## config.mk

```make
export PLATFORM = sky130hd
export DESIGN_NAME = ducks_sprite_fetch_flat
export DESIGN_NICKNAME = d
export VERILOG_FILES = /design/src/rtl/ducks_sprite_fetch_if.sv /design/src/rtl/ducks_sprite_fetch.sv /design/src/flat_wrapper.sv
export SDC_FILE = /design/constraint.sdc
export NUM_CORES = 1
export LEC_CHECK = 0
export CORE_ASPECT_RATIO = 1.2
export CORE_MARGIN = 3
export CORE_UTILIZATION = 54
export CTS_CLUSTER_DIAMETER = 50
export CTS_CLUSTER_SIZE = 16
export DETAILED_ROUTE_END_ITERATION = 16
export HOLD_SLACK_MARGIN = 0.12
export PLACE_DENSITY_LB_ADDON = 0.05
export SYNTH_ARGS = -nofsm -noshare
export SYNTH_HDL_FRONTEND = slang
export SYNTH_SLANG_ARGS = --single-unit
```

## constraint.sdc

```tcl
create_clock -name Clk -period 7.6 [get_ports Clk]
set_clock_uncertainty 0.2 [all_clocks]
set_input_delay 1.52 -clock Clk [delete_from_list [all_inputs] [get_ports Clk]]
set_output_delay 1.52 -clock Clk [all_outputs]
set_load 0.01 [all_outputs]
```

## src/rtl/ducks_sprite_fetch_if.sv

```systemverilog
// Scan-position, per-frame sprite control, index ROM and palette-index bus
// between the VGA timing/controller side and the duck sprite fetcher.
interface ducks_sprite_fetch_if #(
   parameter int ADDR_W = 13
);
   logic [9:0]        DrawX;
   logic [9:0]        DrawY;
   logic              blank;
   logic              frame_start;
   logic [9:0]        duck_x;
   logic [9:0]        duck_y;
   logic              duck_en;
   logic              duck_mirror;
   logic [ADDR_W-1:0] rom_addr;
   logic [3:0]        rom_data;
   logic [3:0]        pixel_index;
   logic              pixel_opaque;
   logic [1:0]        anim_frame;

   modport master (
      output DrawX, DrawY, blank, frame_start,
      output duck_x, duck_y, duck_en, duck_mirror,
      output rom_data,
      input  rom_addr, pixel_index, pixel_opaque, anim_frame
   );

   modport slave (
      input  DrawX, DrawY, blank, frame_start,
      input  duck_x, duck_y, duck_en, duck_mirror,
      input  rom_data,
      output rom_addr, pixel_index, pixel_opaque, anim_frame
   );
endinterface

```

## src/rtl/ducks_sprite_fetch.sv

```systemverilog
// Duck sprite address generator and index fetcher: scan position -> sync ROM
// address -> registered palette index/opaque flag, fixed 3-cycle latency.
module ducks_sprite_fetch #(
   parameter int SPR_W       = 50,
   parameter int SPR_H       = 50,
   parameter int ANIM_FRAMES = 3,
   parameter int ANIM_DIV    = 8,
   parameter int ADDR_W      = 13,
   parameter int TRANSP_IDX  = 0
) (
   input  logic                      Clk,
   input  logic                      Reset,
   ducks_sprite_fetch_if.slave       bus
);

   localparam int DIV_W    = (ANIM_DIV > 1) ? $clog2(ANIM_DIV) : 1;
   localparam int FRAME_SZ = SPR_W * SPR_H;
   localparam logic [3:0] TRANSP = 4'(TRANSP_IDX);

   // Linear ROM address of one sprite texel; arithmetic wraps at ADDR_W bits.
   function automatic logic [ADDR_W-1:0] sprite_addr(
      input logic [1:0]  anim,
      input logic [10:0] dy,
      input logic [10:0] col
   );
      sprite_addr = ADDR_W'(anim) * ADDR_W'(FRAME_SZ)
                  + ADDR_W'(dy) * ADDR_W'(SPR_W)
                  + ADDR_W'(col);
   endfunction

   logic [9:0]        lx_r;
   logic [9:0]        ly_r;
   logic              en_r;
   logic              mir_r;
   logic [DIV_W-1:0]  div_r;
   logic [1:0]        anim_r;
   logic [ADDR_W-1:0] rom_addr_r;
   logic              hit1_r;
   logic              hit2_r;
   logic [3:0]        idx_r;
   logic              opq_r;

   logic [10:0]       x_s;
   logic [10:0]       y_s;
   logic [10:0]       lx_s;
   logic [10:0]       ly_s;
   logic [10:0]       x_end_s;
   logic [10:0]       y_end_s;
   logic [10:0]       dx_s;
   logic [10:0]       dy_s;
   logic [10:0]       col_s;
   logic              hit_s;
   logic [ADDR_W-1:0] addr_s;

   // Per-frame latch of sprite placement; the current cycle still sees old values.
   always_ff @(posedge Clk or posedge Reset) begin
      if (Reset) begin
         lx_r  <= 10'd0;
         ly_r  <= 10'd0;
         en_r  <= 1'b0;
         mir_r <= 1'b0;
      end else if (bus.frame_start) begin
         lx_r  <= bus.duck_x;
         ly_r  <= bus.duck_y;
         en_r  <= bus.duck_en;
         mir_r <= bus.duck_mirror;
      end else begin
         lx_r  <= lx_r;
         ly_r  <= ly_r;
         en_r  <= en_r;
         mir_r <= mir_r;
      end
   end

   // Animation step: only moves at frame_start, so a visible frame never tears.
   always_ff @(posedge Clk or posedge Reset) begin
      if (Reset) begin
         div_r  <= {DIV_W{1'b0}};
         anim_r <= 2'd0;
      end else if (bus.frame_start) begin
         if (div_r == DIV_W'(ANIM_DIV - 1)) begin
            div_r  <= {DIV_W{1'b0}};
            anim_r <= (anim_r == 2'(ANIM_FRAMES - 1)) ? 2'd0 : anim_r + 2'd1;
         end else begin
            div_r  <= div_r + DIV_W'(1);
            anim_r <= anim_r;
         end
      end else begin
         div_r  <= div_r;
         anim_r <= anim_r;
      end
   end

   // Stage 0: 11-bit box test so a sprite past column/row 1023 clips instead of wrapping.
   always_comb begin
      x_s     = {1'b0, bus.DrawX};
      y_s     = {1'b0, bus.DrawY};
      lx_s    = {1'b0, lx_r};
      ly_s    = {1'b0, ly_r};
      x_end_s = lx_s + 11'(SPR_W);
      y_end_s = ly_s + 11'(SPR_H);
      hit_s   = bus.blank & en_r
              & (x_s >= lx_s) & (x_s < x_end_s)
              & (y_s >= ly_s) & (y_s < y_end_s);
      dx_s    = x_s - lx_s;
      dy_s    = y_s - ly_s;
      col_s   = mir_r ? (11'(SPR_W - 1) - dx_s) : dx_s;
      addr_s  = sprite_addr(anim_r, dy_s, col_s);
   end

   // Stage 1: address only updates on a hit to keep the ROM bus quiet elsewhere.
   always_ff @(posedge Clk or posedge Reset) begin
      if (Reset) begin
         rom_addr_r <= {ADDR_W{1'b0}};
         hit1_r     <= 1'b0;
      end else if (hit_s) begin
         rom_addr_r <= addr_s;
         hit1_r     <= 1'b1;
      end else begin
         rom_addr_r <= rom_addr_r;
         hit1_r     <= 1'b0;
      end
   end

   // Stages 2/3: align hit with ROM data, then register the palette outputs.
   always_ff @(posedge Clk or posedge Reset) begin
      if (Reset) begin
         hit2_r <= 1'b0;
         idx_r  <= 4'd0;
         opq_r  <= 1'b0;
      end else begin
         hit2_r <= hit1_r;
         idx_r  <= hit2_r ? bus.rom_data : TRANSP;
         opq_r  <= hit2_r & (bus.rom_data != TRANSP);
      end
   end

   assign bus.rom_addr     = rom_addr_r;
   assign bus.pixel_index  = idx_r;
   assign bus.pixel_opaque = opq_r;
   assign bus.anim_frame   = anim_r;

endmodule

```

## src/flat_wrapper.sv

```systemverilog
// flat-port wrapper written by rule: the top's interface ports become plain ports
module ducks_sprite_fetch_flat 
#(
   parameter int SPR_W       = 50,
   parameter int SPR_H       = 50,
   parameter int ANIM_FRAMES = 3,
   parameter int ANIM_DIV    = 8,
   parameter int ADDR_W      = 13,
   parameter int TRANSP_IDX  = 0
)
  (Clk, Reset, bus_DrawX, bus_DrawY, bus_blank, bus_frame_start, bus_duck_x, bus_duck_y, bus_duck_en, bus_duck_mirror, bus_rom_data, bus_rom_addr, bus_pixel_index, bus_pixel_opaque, bus_anim_frame);
  ducks_sprite_fetch_if #(.ADDR_W(ADDR_W)) bus_i ();
  input  logic Clk;
  input  logic Reset;
  input wire logic [$bits(bus_i.DrawX)-1:0] bus_DrawX;
  input wire logic [$bits(bus_i.DrawY)-1:0] bus_DrawY;
  input wire logic [$bits(bus_i.blank)-1:0] bus_blank;
  input wire logic [$bits(bus_i.frame_start)-1:0] bus_frame_start;
  input wire logic [$bits(bus_i.duck_x)-1:0] bus_duck_x;
  input wire logic [$bits(bus_i.duck_y)-1:0] bus_duck_y;
  input wire logic [$bits(bus_i.duck_en)-1:0] bus_duck_en;
  input wire logic [$bits(bus_i.duck_mirror)-1:0] bus_duck_mirror;
  input wire logic [$bits(bus_i.rom_data)-1:0] bus_rom_data;
  output wire logic [$bits(bus_i.rom_addr)-1:0] bus_rom_addr;
  output wire logic [$bits(bus_i.pixel_index)-1:0] bus_pixel_index;
  output wire logic [$bits(bus_i.pixel_opaque)-1:0] bus_pixel_opaque;
  output wire logic [$bits(bus_i.anim_frame)-1:0] bus_anim_frame;
  assign bus_i.DrawX = bus_DrawX;
  assign bus_i.DrawY = bus_DrawY;
  assign bus_i.blank = bus_blank;
  assign bus_i.frame_start = bus_frame_start;
  assign bus_i.duck_x = bus_duck_x;
  assign bus_i.duck_y = bus_duck_y;
  assign bus_i.duck_en = bus_duck_en;
  assign bus_i.duck_mirror = bus_duck_mirror;
  assign bus_i.rom_data = bus_rom_data;
  assign bus_rom_addr = bus_i.rom_addr;
  assign bus_pixel_index = bus_i.pixel_index;
  assign bus_pixel_opaque = bus_i.pixel_opaque;
  assign bus_anim_frame = bus_i.anim_frame;
  ducks_sprite_fetch #(.SPR_W(SPR_W), .SPR_H(SPR_H), .ANIM_FRAMES(ANIM_FRAMES), .ANIM_DIV(ANIM_DIV), .ADDR_W(ADDR_W), .TRANSP_IDX(TRANSP_IDX)) u_core (.Clk(Clk), .Reset(Reset), .bus(bus_i));
endmodule
```

Word-level counts from Yosys, hierarchy flattened
Index checks and enable logic that the tools add are counted.

word-level totals
  register bits after elaboration = 47
  output and inout port bits = 20
  input bits = 50

cells by class
  order comparisons = 4
  multiply operators = 2
  multiplexer cells = 5
  reduce and logical (&&, ||, !) cells = 2
  bitwise operators = 6
  $add $sub $neg = 9
  equal/unequal tests = 2

operators by type and width
  cell                   count
  $add 10x6->11 const B  2
  $lt 10x11->1           2
  $sub 10x10->11         2
  $ge 10x10->1           2
  $add 13x11->13         1
  $add 13x13->13         1
  $mul 11x5->12 const B  1
  $mul 2x10->11 const B  1
  $mux 11                1
  $sub 6x11->11 const A  1
  $and 1x1->1            6
  $mux 4                 1
  $reduce_bool 4->1      1
  $add 3x1->3 const B    1
  $eq 3x3->1 const B     1
  $mux 3                 1
  $add 2x1->2 const B    1
  $eq 2x2->1 const B     1
  $mux 2                 1
  $reduce_and 2->1       1
  $mux 1                 1

Logic depth before layout (Yosys ltp)
Gate-level depths: netlist of run 1.

  word-level depth = 6
  depth in mapped cells = 26
  depth with buffers taken out = 26

Least setup slack after synthesis of run 1
Ideal clock, no wire load.

  kind = in2reg
  start point = input port bus_DrawY[0]
  end point = register u_core.rom_addr_r[12], in the netlist u_core.bus.rom_addr[12]
  data required time = 7.269 ns
  stages = 25
  data arrival time = 6.743 ns
  path slack = 0.526 ns
  setup time = 0.131 ns
  cell sequence = inv_1 -> ha_1 -> fa_1 -> nand2b_1 -> a21oi_1 -> xor2_1 -> ha_1 -> ha_1 -> inv_1 -> fa_1 -> inv_1 -> ha_1 -> o21ai_0 -> nand2b_1 -> xnor2_1 -> fa_1 -> inv_1 -> ha_1 -> or4_1 -> o21ai_0 -> a21oi_1 -> a31oi_1 -> nor3b_1 -> o211a_1 -> or3b_1

on the way
  cells in the longest elaborated chain, start to end = 4
  elaborated cells on any way between the ends = 8

ends and longest elaborated chain
  element                 line                       text
  start: declaration      flat_wrapper.sv:16         input wire logic [$bits(bus_i.DrawY)-1:0] bus_DrawY;
  $sub 10x10->11          ducks_sprite_fetch.sv:106  dy_s = y_s - ly_s;
  $mul 11x5->12           ducks_sprite_fetch.sv:27   + ADDR_W'(dy) * ADDR_W'(SPR_W)
  $add 13x13->13          ducks_sprite_fetch.sv:27
  $add 13x11->13          ducks_sprite_fetch.sv:28   + ADDR_W'(col);
  end signal: assignment  ducks_sprite_fetch.sv:114  rom_addr_r <= {ADDR_W{1'b0}};
  end signal: assignment  ducks_sprite_fetch.sv:117  rom_addr_r <= addr_s;
  end signal: assignment  ducks_sprite_fetch.sv:120  rom_addr_r <= rom_addr_r;
  end: declaration        ducks_sprite_fetch.sv:37   logic [ADDR_W-1:0] rom_addr_r;

Several ways; a longest one is shown, not always the timed one.
A chain may end at the register's enable or synchronous reset.

Worst setup path in the final report of run 1
Same ends and word-level chain as after synthesis.

==> impl_metrics.json, run 1 <==
{
  "io_pins": 70,
  "critPathMaxStageDelay_ns": 0.54,
  "postRouteAntennaNets": 0,
  "grtUsageTotal_pct": 22.7,
  "cts_sinks": 47,
  "routed_wl_um": 11300,
  "rr_endpoint": "u_core.bus.rom_addr[12]",
  "dpl.hpwl_um": 9410,
  "seq_area_frac_synth_pct": 23.7,
  "ys_ff_latch": 47,
  "period_minus_slack_ns": 7.33,
  "design.core.area_um2": 8750,
  "r2r_cells": 26,
  "cts_setup_buffers": 0,
  "synth_mux_area_share_pct": 5.20,
  "drt-wirelength-per-cell_um": 15.1,
  "hold_path_class": "reg -> reg",
  "post_drt_via_cell_ratio": 5.49,
  "max_freq_mhz": 136,
  "critPathKind": "in -> reg",
  "fin_ws_ns": 0.265,
  "postCtsHoldBufs": 0,
  "cts_max_level": 2,
  "maxCapViolCount": 0,
  "finalCritPeriodShare_pct": 96.5,
  "cp.arrival_ns": 7.33,
  "fp.dieArea_um2": 10400,
  "met2_length_um": 6030,
  "fp.dieH_um": 111,
  "portBuffers": 69,
  "met3_length_um": 302,
  "hold_viol_final": 0,
  "area_growth_pct": 21.7,
  "drtIter0Drc": 109,
  "num_vias": 4095,
  "startpoint_type": "input pin",
  "cts_tree": "built",
  "syn_area_per_cell_um2": 9.19,
  "cpMostUsedCell": "ha_1",
  "syn_nets": 689,
  "final_layout_size_suffix_gt1_share_pct": 8.59,
  "min_to": "u_core.hit2_r",
  "required_ns": 7.60,
  "synth_top_family_by_area": "adder cells",
  "place.gp.congestion": 0.898,
  "status": "finished, final reports clean",
  "grt_start_max_net_pins": 48,
  "rsz0062_at_grt": "false",
  "start_util_pct": 56.6,
  "clk_path_buf_depth": 2,
  "nNetsFinal": 779,
  "cts_resized": 0,
  "synthSimpleGateAreaFrac_pct": 11.6,
  "seq_area_um2": 1180,
  "synthCells": 539,
  "synthAdderAreaFrac_pct": 27.7,
  "grt_pass1_vias": 4161,
  "met1_length_um": 4560,
  "root_buffer": "clkbuf_8",
  "drtPass1Iterations": 6,
  "dpl_worst_slack_ns": -0.125,
  "ff2ff_setup_slack_ns": 1.47,
  "netlist_area_um2": 4960,
  "num-fill-cells": 689,
  "synth_xor_area_share_pct": 9.44,
  "finalSetupViolCount": 0,
  "cts_buffers": 5,
  "yosys_warnings": 0,
  "antenna_found_initial": 0,
  "maxUsedRoutingLayer": "met4",
  "clk_pin_slew_ns": 0.09,
  "synth_compound_area_share_pct": 15.6,
  "synth.distinct_cells": 65,
  "whs_path_depth": 0,
  "hold_start": "u_core.hit1_r",
  "synth-edff-count": 0,
  "synthFlopType": "dfrtp_1",
  "drc_errors": 0,
  "insertedDiodeCount": 0,
  "reg2reg_from": "u_core.ly_r[1]",
  "clk_latency_ns": 0.31,
  "row_count": 37,
  "die_w_um": 93.5,
  "cp_max_fo": 4,
  "worst_pin_slew_ns": 0.993,
  "synthArstFlopShare_pct": 100,
  "slew_viol_final": 0,
  "cp_slowest_cell": "fa_1",
  "grt_pass1_wl_um": 19100,
  "end_kind": "register",
  "overflow": 0,
  "relSlewSlack_pct": 33.7,
  "multi_input_area_um2": 3450
}
==> critical path: cells and delay by family <==
| kind | cells | cell delay, ns |
|---|---|---|
| and+or+nand+nor | 4 | 1.09 |
| buffers and inverters | 6 | 0.77 |
| AOI/OAI and AO/OA | 5 | 0.86 |
| adders and majority gates | 8 | 2.70 |
| xor gates and xnor gates | 2 | 0.38 |
==> cells by family (layout without fill, tap and decap cells) <==
kind of cell / after synthesis / in the layout
AND/OR/NAND/NOR: 116 / 116
AO/OA/AOI/OAI: 114 / 114
adder cells (fa/ha/maj): 100 / 100
buffers and inverters: 88 / 178
XOR/XNOR: 51 / 51
flip-flops: 47 / 47
multiplexers: 23 / 23
==> flip-flops by register name, summed over array words and instances (netlist names), 2 cells and up <==
signal                  count
u_core.bus.pixel_index      4
u_core.bus.anim_frame       2
u_core.lx_r                10
u_core.ly_r                10
u_core.div_r                3
u_core.bus.rom_addr        13
==> cells in the mapped netlist, types with 3 or more instances <==
library cell	number	area (um2)
a211oi_1	6	45.0
a21o_1	7	52.6
a21oi_1	20	100
and2_1	4	25.0
clkbuf_1	6	22.5
dfrtp_1	47	1180
fa_1	16	320
ha_1	84	1050
inv_1	81	304
mux2_1	11	124
mux2_2	11	124
nand2_1	38	143
nand2b_1	6	37.5
nand3_1	5	25.0
nand4_1	5	31.3
nor2_1	25	93.8
nor2b_1	6	37.5
nor3_1	7	35.0
nor3b_1	4	30.0
o211ai_1	4	30.0
o21a_1	6	45.0
o21ai_0	34	170
o21ai_1	3	15.0
o31ai_1	4	30.0
or4_1	3	22.5
xnor2_1	38	333
xor2_1	11	96.3
==> cell type report <==
class | count | share of cell area (%)
Sequential cell | 47 | 19.5
Tap cell | 117 | 2.43
Multi-Input combinational cell | 404 | 57.3
Inverter | 81 | 5.04
Clock inverter | 1 | 0.498
Clock buffer | 6 | 1.20
Timing Repair Buffer | 90 | 14.1
==> placed cells by master, fill, tap and decap left out, types with 3 or more instances in the layout <==
cell,netlist,final
o21ai_0,34,34
o211ai_1,4,4
nand4_1,5,5
buf_4,0,21
and2_1,4,4
nand2_1,38,38
nor2b_1,6,6
nand2b_1,6,6
clkbuf_8,0,5
or4_1,3,3
o21a_1,6,6
ha_1,84,84
o31ai_1,4,4
clkdlybuf4s50_1,0,69
a211oi_1,6,6
a21o_1,7,7
o21ai_1,3,3
xnor2_1,38,38
fa_1,16,16
a21oi_1,20,19
mux2_2,11,11
nor3b_1,4,4
xor2_1,11,11
mux2_1,11,11
dfrtp_1,47,47
a21oi_2,2,3
inv_1,81,80
nor2_1,25,25
nand3_1,5,5
nor3_1,7,7
==> worst max path at each step <==
stage	startpoint	endpoint	cells after the start	slack [ns]
floorplan	bus_DrawY[0]	u_core.bus.rom_addr[12]	25	0.53
global placement	bus_DrawY[0]	u_core.bus.rom_addr[12]	25	0.002
detailed placement	bus_DrawY[0]	u_core.bus.rom_addr[12]	25	-0.12
CTS	bus_DrawY[0]	u_core.bus.rom_addr[12]	25	0.20
global route	bus_DrawY[0]	u_core.bus.rom_addr[12]	27	0.002
finish	bus_DrawY[0]	u_core.bus.rom_addr[12]	25	0.27
==> per-layer routing <==
| metal | GRT usage [%] | vias up |
|---|---|---|
| li1 | - | 2044 |
| met1 | 26.3 | 1953 |
| met2 | 41.9 | 74 |
| met3 | 2.92 | 24 |
| met4 | 8.02 | 0 |
| met5 | 0 | - |
==> through the flow <==
stage | util [%] | hold WS [ns] | TNS [ns] | cell area [um2] | std cells
after floorplan | - | 0.131 | 0 | 4960 | 539
after global placement | 67.6 | 0.139 | 0 | 5920 | 739
after detailed placement | 67.6 | 0.136 | -0.125 | 5920 | 739
after CTS | 68.8 | 0.153 | 0 | 6020 | 746
after global routing | 68.9 | 0.166 | 0 | 6030 | 746
final | 68.9 | 0.152 | 0 | 6030 | 746
Power of run 1 is not shown: default switching activity piles up to over one toggle a cycle in this logic, so the estimate is an artifact.
==> run 2: changes to the inputs <==
--- a/config.mk
+++ b/config.mk
@@ -7,7 +7,7 @@
 export LEC_CHECK = 0
 export CORE_ASPECT_RATIO = 1.2
 export CORE_MARGIN = 3
-export CORE_UTILIZATION = 54
+export CORE_UTILIZATION = 45
 export CTS_CLUSTER_DIAMETER = 50
 export CTS_CLUSTER_SIZE = 16
 export DETAILED_ROUTE_END_ITERATION = 16
==> impl_metrics.json, run 2 (synthesis results as in run 1) <==
{
  "finalCritPeriodShare_pct": 95.3,
  "max_freq_mhz": 138,
  "overflow": 0,
  "clk_latency_ns": 0.30,
  "fin_util_pct": 57.7,
  "grtUsageTotal_pct": 19.3,
  "finalSetupViolCount": 0,
  "insertedDiodeCount": 0,
  "cts_tree": "built",
  "fp.dieH_um": 121,
  "grt_pass1_vias": 4114,
  "root_buffer": "clkbuf_16",
  "r2r_cells": 26,
  "area_growth_pct": 23.7,
  "antenna_found_initial": 0,
  "cts_max_level": 2,
  "hold_viol_final": 0,
  "final_layout_size_suffix_gt1_share_pct": 9.37,
  "place.gp.congestion": 0.857,
  "end_kind": "register",
  "required_ns": 7.59,
  "cts_sinks": 47,
  "cp.arrival_ns": 7.23,
  "dpl.hpwl_um": 9250,
  "clk_pin_slew_ns": 0.08,
  "postCtsHoldBufs": 0,
  "final_common_cell": "ha_1",
  "layout_common_cells": "ha_1, inv_1, clkdlybuf4s50_1",
  "nNetsFinal": 779,
  "cp_max_fo": 4,
  "drc_errors": 0,
  "ff2ff_setup_slack_ns": 1.47,
  "portBuffers": 69,
  "drt-wirelength-per-cell_um": 14.9,
  "post_drt_via_cell_ratio": 5.36,
  "num-fill-cells": 1021,
  "grt_pass1_wl_um": 18900,
  "routed_wl_um": 11300,
  "num_vias": 4069,
  "clk_path_buf_depth": 2,
  "whs_ns": 0.162,
  "start_util_pct": 46.7,
  "maxCapViolCount": 0,
  "status": "finished, final reports clean",
  "fp.dieArea_um2": 12300,
  "dpl_worst_slack_ns": -0.115,
  "slew_viol_final": 0,
  "period_minus_slack_ns": 7.24,
  "io_pins": 70,
  "rsz0062_at_grt": "false",
  "relSlewSlack_pct": 31.0,
  "critPathKind": "in -> reg",
  "startpoint_type": "input pin",
  "fin_ws_ns": 0.357,
  "row_count": 41,
  "whs_path_depth": 0,
  "design.core.area_um2": 10600,
  "die_w_um": 102,
  "setup_tns_ns": 0,
  "cts_buffers": 5,
  "hold_path_class": "reg -> reg",
  "largest_reg_flops": 13,
  "drtIter0Drc": 112,
  "drtPass1Iterations": 4,
  "worst_pin_slew_ns": 1.03,
  "grt_start_max_net_pins": 48,
  "postRouteAntennaNets": 0
}
-- run 2: area by class of cell --
type	count	area, um2	area share [%]
clock inverter	3	47.5	0.775
timing repair buffer	90	848	13.8
clock buffer	5	125	2.04
sequential	47	1180	19.2
inverter	81	304	4.96
tap	129	161	2.63
multi-input combinational	404	3470	56.6
-- run 2: final timing paths --
check / start / endpoint
max in group asynchronous: Reset / u_core.lx_r[8]
min in group asynchronous: Reset / u_core.bus.pixel_index[2]
worst max-delay path: bus_DrawY[0] / u_core.bus.rom_addr[12]
worst max register to register: u_core.ly_r[1] / u_core.bus.rom_addr[12]
worst min register to register: u_core.hit1_r / u_core.hit2_r
worst min-delay path: u_core.hit1_r / u_core.hit2_r
-- run 2: worst max-delay path, cell delays in order --
cell             delay [ns]
clkdlybuf4s50_1        0.45
inv_1                  0.04
ha_1                   0.22
buf_4                  0.14
nand2b_1               0.16
a21oi_2                0.26
nor2_1                 0.11
ha_1                   0.31
ha_1                   0.28
inv_1                  0.05
fa_1                   0.51
inv_1                  0.04
ha_1                   0.29
nor2b_1                0.13
o21ai_0                0.15
nand2b_1               0.11
xnor2_1                0.16
fa_1                   0.54
inv_1                  0.04
ha_1                   0.19
or4_1                  0.45
o21ai_0                0.09
a21oi_1                0.09
a31oi_2                0.24
nor3b_1                0.08
o211a_1                0.22
or3b_1                 0.36
-- run 2: repair_timing --
| action | 4_1_cts | 5_1_grt |
|---|---|---|
| setup endpoints to repair | 0 | 1 |
| setup buffers | 0 | 1 |
| resized for setup | 0 | 6 |
-- run 2: metrics by stage --
step | cell area, um2 | std cells
3_3_place_gp | 5920 | 750
3_5_place_dp | 5920 | 750
2_1_floorplan | 4960 | 539
4_1_cts | 6100 | 758
5_1_grt | 6130 | 759
6_report | 6130 | 759
-- run 2: layer usage --
metal / part of all wire [%] / global-route usage [%]
met3: 2.5 / 2.70
met1: 43 / 23.4
met2: 53 / 35.6
met4: 1.1 / 4.24
met5: 0 / 0
Power of run 2 is left out for the same reason.
